[src/rtl/div_seq.sv]
// div_seq: sequential radix-2 restoring divider, signed or unsigned.
//
// One quotient bit is produced per clock, so a division with a non-zero
// divisor always takes WIDTH+2 edges from the accepting edge to done.
// A zero divisor skips the iteration and completes on the next edge.
//
// Ports:
//   clock        rising-edge clock
//   reset_n      synchronous active-low reset
//   start        request a division (sampled only while busy=0)
//   signed_mode  1 = two's-complement operands, 0 = unsigned
//   dividend     numerator, latched with start
//   divisor      denominator, latched with start
//   busy         division in progress
//   done         one-cycle pulse, results valid
//   div_zero     last completed operation had a zero divisor
//   quotient     result quotient, held until the next completion
//   remainder    result remainder, held until the next completion
module div_seq #(
    parameter int WIDTH = 32
) (
    input  logic             clock,
    input  logic             reset_n,
    input  logic             start,
    input  logic             signed_mode,
    input  logic [WIDTH-1:0] dividend,
    input  logic [WIDTH-1:0] divisor,
    output logic             busy,
    output logic             done,
    output logic             div_zero,
    output logic [WIDTH-1:0] quotient,
    output logic [WIDTH-1:0] remainder
);

    localparam int CW = $clog2(WIDTH + 1);

    typedef enum logic [1:0] {
        IDLE,
        CALC,
        FIX
    } state_t;

    state_t state, state_next;

    logic [WIDTH-1:0] quo_acc;   // holds the dividend magnitude, shifted out as quotient bits shift in
    logic [WIDTH-1:0] rem_acc;
    logic [WIDTH-1:0] dvs_mag;
    logic [CW-1:0]    cnt;
    logic             sign_q;
    logic             sign_r;
    logic             zero_f;

    logic             sa, sb;
    logic [WIDTH-1:0] mag_a, mag_b;
    logic [WIDTH:0]   shifted;
    logic             ge;
    logic [WIDTH-1:0] rem_sub;
    logic [WIDTH-1:0] maxpos;

    assign sa    = signed_mode & dividend[WIDTH-1];
    assign sb    = signed_mode & divisor[WIDTH-1];
    assign mag_a = sa ? -dividend : dividend;
    assign mag_b = sb ? -divisor  : divisor;

    // Trial subtraction: the shifted partial remainder needs WIDTH+1 bits,
    // but when it is >= the divisor the difference always fits in WIDTH bits,
    // so the subtraction itself can be done modulo 2^WIDTH.
    assign shifted = {rem_acc, quo_acc[WIDTH-1]};
    assign ge      = (shifted >= {1'b0, dvs_mag});
    assign rem_sub = shifted[WIDTH-1:0] - dvs_mag;

    assign maxpos = {1'b0, {(WIDTH-1){1'b1}}};
    assign busy   = (state != IDLE);

    always_comb begin
        state_next = state;
        case (state)
            IDLE:    if (start) state_next = (divisor == '0) ? FIX : CALC;
            CALC:    if (cnt == CW'(1)) state_next = FIX;
            FIX:     state_next = IDLE;
            default: state_next = IDLE;
        endcase
    end

    always_ff @(posedge clock) begin
        if (!reset_n) begin
            state     <= IDLE;
            quo_acc   <= '0;
            rem_acc   <= '0;
            dvs_mag   <= '0;
            cnt       <= '0;
            sign_q    <= 1'b0;
            sign_r    <= 1'b0;
            zero_f    <= 1'b0;
            done      <= 1'b0;
            div_zero  <= 1'b0;
            quotient  <= '0;
            remainder <= '0;
        end else begin
            state <= state_next;
            done  <= 1'b0;
            case (state)
                IDLE: begin
                    if (start) begin
                        quo_acc <= mag_a;
                        rem_acc <= '0;
                        dvs_mag <= mag_b;
                        cnt     <= CW'(WIDTH);
                        sign_q  <= sa ^ sb;
                        sign_r  <= sa;
                        zero_f  <= (divisor == '0);
                    end
                end
                CALC: begin
                    rem_acc <= ge ? rem_sub : shifted[WIDTH-1:0];
                    quo_acc <= {quo_acc[WIDTH-2:0], ge};
                    cnt     <= cnt - CW'(1);
                end
                FIX: begin
                    done     <= 1'b1;
                    div_zero <= zero_f;
                    if (zero_f) begin
                        quotient  <= maxpos;
                        remainder <= maxpos;
                    end else begin
                        // MIN / -1 needs no special case: |MIN| reinterpreted
                        // unsigned divided by 1 is MIN, and sign_q is 0.
                        quotient  <= sign_q ? -quo_acc : quo_acc;
                        remainder <= sign_r ? -rem_acc : rem_acc;
                    end
                end
                default: ;
            endcase
        end
    end

endmodule

[config.mk]
export PLATFORM = sky130hd
export DESIGN_NAME = div_seq
export DESIGN_NICKNAME = d
export VERILOG_FILES = /design/src/rtl/div_seq.sv
export SDC_FILE = /design/constraint.sdc
export NUM_CORES = 1
export LEC_CHECK = 0
export CORE_ASPECT_RATIO = 1.1
export CORE_UTILIZATION = 55
export DETAILED_ROUTE_END_ITERATION = 12
export HOLD_SLACK_MARGIN = 0.06
export MAX_ROUTING_LAYER = met4
export PLACE_DENSITY_LB_ADDON = 0.25
export SYNTH_ARGS = -nofsm -noshare
export SYNTH_HDL_FRONTEND = slang
export SYNTH_SLANG_ARGS = --single-unit
[constraint.sdc]
create_clock -name clock -period 6.5 [get_ports clock]
set_input_delay 0.975 -clock clock [delete_from_list [all_inputs] [get_ports clock]]
set_output_delay 0.975 -clock clock [all_outputs]
set_load 0.01 [all_outputs]
==> metrics <==
unrepaired setup endpoints after global routing false; clock tree sinks 173; fraction of layout cells with a size suffix above 1 5.10%; Final Critical Period 4.01 ns; Pins Over Slew Limit 0; CTS tree done; Clock Skew 0.0122 ns; Top FF cell, synth dfxtp_1; post-CTS sizing 0; total number of yosys warnings 0; crit path kind in2reg; die area 20700 um2; I/O pins 135; nets 1584; Rows 54; Hold Worst Slack 0.478 ns; Post-CTS Setup Repair Bufs 0; pre-CTS setup slack 2.17 ns; number of enable flip-flop cells after synthesis 0; Starting Density 55.9%; Die W 137 um; Slew headroom 22.1%; distinct cell type count after synthesis 72; gpl congestion 0.976; post-synth top area share 31.3%; post-DR vias/cell 5.98; Hold Buf Count CTS 0; worst vdd ir 0.168 mV; Vias 10400; Max-Cap Viols 0; Mapped Cells 1404; Worst Slack Setup Final 2.49 ns; synthesis-stage register bit count 173; clk buf depth 2; initial antenna violation count 0; syn avg cell area 7.88 um2; critical path launch point type input pin; First-pass DRT Iterations 5; vias in the first global route 9720; WP data required 6.88 ns; first-pass GRT wire length 48500 um; crit share post-route 61.6%; DR DRC count 0; Worst-path clk slew 0.07 ns; Worst setup EP type flop; Seq/Total Area, Yosys 31.3%; CP arrival 4.39 ns; largest net degree at the start of global routing 109; worst skew pair latency 0.44 ns; top post-synthesis cells by area dfxtp_1 31%, a21oi_1 7.1%, xnor2_1 6.7%; total track usage 30.7%; initial DRC count 755; chip height 151 um; syn_nets 1511; dpl cells 1710; post-layout util 66.2%; ys async rst share 0%; core area 19800 um2; H-Tree Depth 4; Crit Path Max Fanout 5; WL/cell 17.5 um; ANT nets after route 0; Post-DP HPWL 21500 um; synth-to-layout area growth 18.4%; outcome finished, final reports clean; Num CTS Buffers 17; top-count cell post-synth dfxtp_1; worst slew pin tran 1.17 ns; HP Class reg2reg; final hold violations 0; Leakage 5.33 nW; most frequent cells after synthesis 173 x dfxtp_1, 158 x a21oi_1, 127 x nand2_1, 125 x o21ai_0, 85 x xnor2_1; Post-Syn Area 11100 um2; port bufs 134; setup TNS 0 ns; Antenna Cells 0; post-synth top area cell dfxtp_1; pwr dens 231 nW/um2; Root Driver clkbuf_16; Finish-stage setup viols 0; Post-Route WL 30500 um; max frequency 0.250 GHz; grt ovf 0; Finished Layout Cells 1742
-- worst max-delay path, cell delays in order --
cell,delay (ns)
clkdlybuf4s50_1,0.49
or4_1,0.63
nor4_1,0.77
nand3_1,0.23
nor4_2,0.50
a21oi_1,0.17
xnor2_1,0.16
a221oi_1,0.27
a21oi_1,0.07
nor2b_1,0.12
-- stage by stage --
| step | instance area [um2] | power [W] |
|---|---|---|
| after floorplan | 11100 | 0.00170 |
| after global placement | 12500 | 0.00192 |
| after detailed placement | 12500 | 0.00193 |
| after CTS | 13100 | 0.00303 |
| after global routing | 13100 | 0.00316 |
| final | 13100 | 0.00303 |
-- sequential cells by signal (all words and copies together) (netlist names) --
name and count:
dvs_mag 32, quo_acc 32, quotient 32, rem_acc 32, remainder 32, cnt 6
state 2, div_zero 1, done 1, sign_q 1, sign_r 1, zero_f 1
-- area by class of cell --
class | count | area, um2
clock buffers | 19 | 453
clock inverters | 13 | 174
fillers | 1721 | 6690
inverters | 82 | 308
multi-input cells | 1058 | 6970
flip-flops and latches | 173 | 3460
well taps | 252 | 315
repair buffers | 145 | 1420
-- where the power goes --
group          leakage [nW]  internal, W  total [W]  switching (W)
Clock                 0.303     0.000635    0.00110       0.000468
Sequential             1.41      0.00113    0.00119      0.0000549
Combinational          3.61     0.000314   0.000736       0.000422
-- final timing paths --
check / start / to / slack, ns / depth (start not counted)
worst min register to register: dvs_mag[31] / dvs_mag[31] / 0.48 / 2
worst max-delay path: dividend[5] / quo_acc[27] / 2.49 / 10
worst min-delay path: dvs_mag[31] / dvs_mag[31] / 0.48 / 2
worst max register to register: rem_acc[17] / rem_acc[26] / 2.67 / 10
-- per-layer routing --
metal / vias to the layer above / global-route usage, % / wire, um
met3: 58 / 4.59 / 1270
li1: 5148 / - / -
met1: 4919 / 35.7 / 13000
met2: 288 / 52.6 / 15400
met5: - / - / 0
met4: 0 / 12.5 / 887
-- kinds of logic after synthesis --
group / Yosys count / share of synthesized area, %
adder cells (fa/ha/maj): 39 / 4.48
buffers and inverters: 173 / 5.91
flip-flops: 173 / 31.3
multiplexers: 20 / 1.83
AND/OR/NAND/NOR: 387 / 18.0
XOR/XNOR: 139 / 11.0
AO/OA/AOI/OAI: 473 / 27.5
-- cell usage in the layout (no fill, tap or decap), types with 4 or more instances in the layout --
cell / Yosys / routed
o211a_1: 27 / 27
a21oi_1: 158 / 158
buf_4: 0 / 12
or2_2: 4 / 4
a221oi_1: 28 / 28
o41ai_1: 10 / 10
o311a_1: 4 / 4
inv_6: 0 / 5
a21o_1: 22 / 22
o31ai_1: 22 / 22
nor2b_1: 41 / 40
nand2_1: 127 / 127
mux2i_1: 18 / 18
xnor2_1: 85 / 85
o21a_1: 11 / 11
and3_1: 11 / 11
nor3b_1: 5 / 5
nor3_1: 32 / 32
o211ai_1: 5 / 5
and2_1: 19 / 19
clkbuf_16: 0 / 17
a21boi_0: 9 / 9
xor2_1: 54 / 54
nand3_1: 19 / 19
ha_1: 38 / 38
o21ai_0: 125 / 125
or4_1: 7 / 7
a32oi_1: 9 / 9
nand2b_1: 9 / 9
dfxtp_1: 173 / 173
nor2_1: 60 / 59
a31oi_1: 9 / 9
inv_1: 81 / 81
nor4_1: 9 / 9
nand4_1: 12 / 12
or3_1: 13 / 13
clkdlybuf4s50_1: 0 / 133
Power figures use the tool's default switching activity.
==> RTL edit (same flow settings) <==
Reset style: asynchronous (`reset_n`), changed in one clocked block. Comments in the files are not updated.
--- a/src/rtl/div_seq.sv
+++ b/src/rtl/div_seq.sv
@@ -82,7 +82,7 @@
         endcase
     end
 
-    always_ff @(posedge clock) begin
+    always_ff @(posedge clock or negedge reset_n) begin
         if (!reset_n) begin
             state     <= IDLE;
             quo_acc   <= '0;
Check against the original RTL: differs if reset_n is asserted again (counterexample within 4 cycles, from zero or initial values and one cycle with reset_n low); with reset_n held inactive, the same outputs for 10 cycles.
==> RTL edit against the unedited design <==
- cell area hardly changed
- die area is 0.60% lower
- register-to-register slack better by 150 ps
- setup slack better by 330 ps
- clock skew is 3.0 ps lower
- synthesized area is 0.61% lower
- routed wire length is 8.2% lower
- critical path depth stayed put
- sequential share of layout area is 6.6 points higher
- via count is 6.3% lower
- sequential cell count stayed put
- critical path type is now flop to flop
- highest routed layer unchanged
Power is not compared: it rests on default switching activity, and its combinational part moved more than twofold at a synthesized area within 25%.
==> RTL edit: results (changes against the unedited design) <==
WL met3=1530 um (was 1270 um); Worst Setup EP=rem_acc[16] (was quo_acc[27]); placed insts=1620 (was 1710); cell family contributing the most delay on the critical path=compound AO/OA/AOI/OAI gates (was simple AND/OR/NAND/NOR gates); Worst Setup Slack post-DPL=2510 ps (was 2170 ps); Metal-1 WL=12300 um (was 13000 um); via count of the first global-routing pass=9261 (was 9720); Fill cells=1620 (was 1721); drt wl/cell=17.0 um (was 17.5 um); GR Util met2=48.3% (was 52.6%); WHS=481 ps (was 478 ps); routed wl met2=13700 um (was 15400 um); commonest cells in the netlist=dfrtp_1 (173), o21ai_0 (157), nand2_1 (127), a21oi_1 (121), nor2_1 (121) (was dfxtp_1 (173), a21oi_1 (158), nand2_1 (127), o21ai_0 (125), xnor2_1 (85)); largest net degree at the start of global routing=111 (was 109); GRT met1 Usage=37.5% (was 35.7%); nets@finish=1499 (was 1584); CP max-delay cell=buf_4 (was nor4_1); synth top area cells=dfrtp_1 (39%), o21ai_0 (7.1%), xor2_1 (6.9%), a21oi_1 (5.5%), xnor2_1 (4.7%) (was dfxtp_1 (31%), a21oi_1 (7.1%), xnor2_1 (6.7%), o21ai_0 (5.7%), nand2_1 (4.3%)); Slew HR=20.4% (was 22.1%); RD Place Congestion=0.979 (was 0.976); Worst Path Arrival=4010 ps (was 4390 ps); Placed Area=12500 um2 (about the same); sequential area share after synthesis=39.4% (was 31.3%); fmax=272 MHz (was 250 MHz); final WL=28000 um (was 30500 um); first-pass GRT wire length=46000 um (was 48500 um); sequential cell area=4330 um2 (was 3460 um2); Net Count, Synth=1407 (was 1511); CP max stage delay=470 ps (was 770 ps); Setup Skew=9.27 ps (was 12.2 ps); r2r setup slk=2820 ps (was 2670 ps); status=completed (unchanged); via count=9755 (was 10.4k); initial antenna violation count=0 (unchanged); RR Startpoint=rem_acc[5] (was rem_acc[17]); Synth Warn #=0 (unchanged); met3 usage=3.91% (was 4.59%); Hold Startpoint=dvs_mag[30] (was dvs_mag[31]); unique cell type count in the Yosys netlist=61 (was 72); total chip power=7.22 mW; layout cells sized above 1=3.77% (was 5.10%); Final HPWL DP=20400 um (was 21500 um); Syn Area/Cell=8.46 um2 (was 7.88 um2); reg2reg path depth=10 (unchanged); Comb power=3.99 mW; critical path class=flop to flop (was primary input to flop); crit-path max FO=43 (was 5); Hold EP=dvs_mag[30] (was dvs_mag[31]); drt initial violations=584 (was 755)
RTL edit: changes by cell type after synthesis, sizes merged, moves of 27 or more:
| cell | delta |
|---|---|
| a21oi | -38 |
| a221oi | -28 |
| dfrtp | +173 |
| dfxtp | -173 |
| nor2 | +61 |
| nor2b | -33 |
| o211a | -27 |
| o21ai | +29 |
| xor2 | +33 |
RTL edit: logic make-up after synthesis:
group | Yosys count | share of synthesized area [%]
AO/OA/AOI/OAI | 420 | 22.8
XOR/XNOR | 146 | 11.6
adder cells (fa/ha/maj) | 39 | 4.50
buffers and inverters | 128 | 4.40
flip-flops | 173 | 39.4
multiplexers | 19 | 1.73
AND/OR/NAND/NOR | 375 | 15.6
RTL edit: final cells by class:
type / count / area share, %
multi-input cells: 999 / 47.4
flip-flops and latches: 173 / 33.0
repair buffers: 140 / 10.6
clock buffers: 19 / 3.38
well taps: 247 / 2.36
inverters: 61 / 1.75
clock inverters: 13 / 1.53
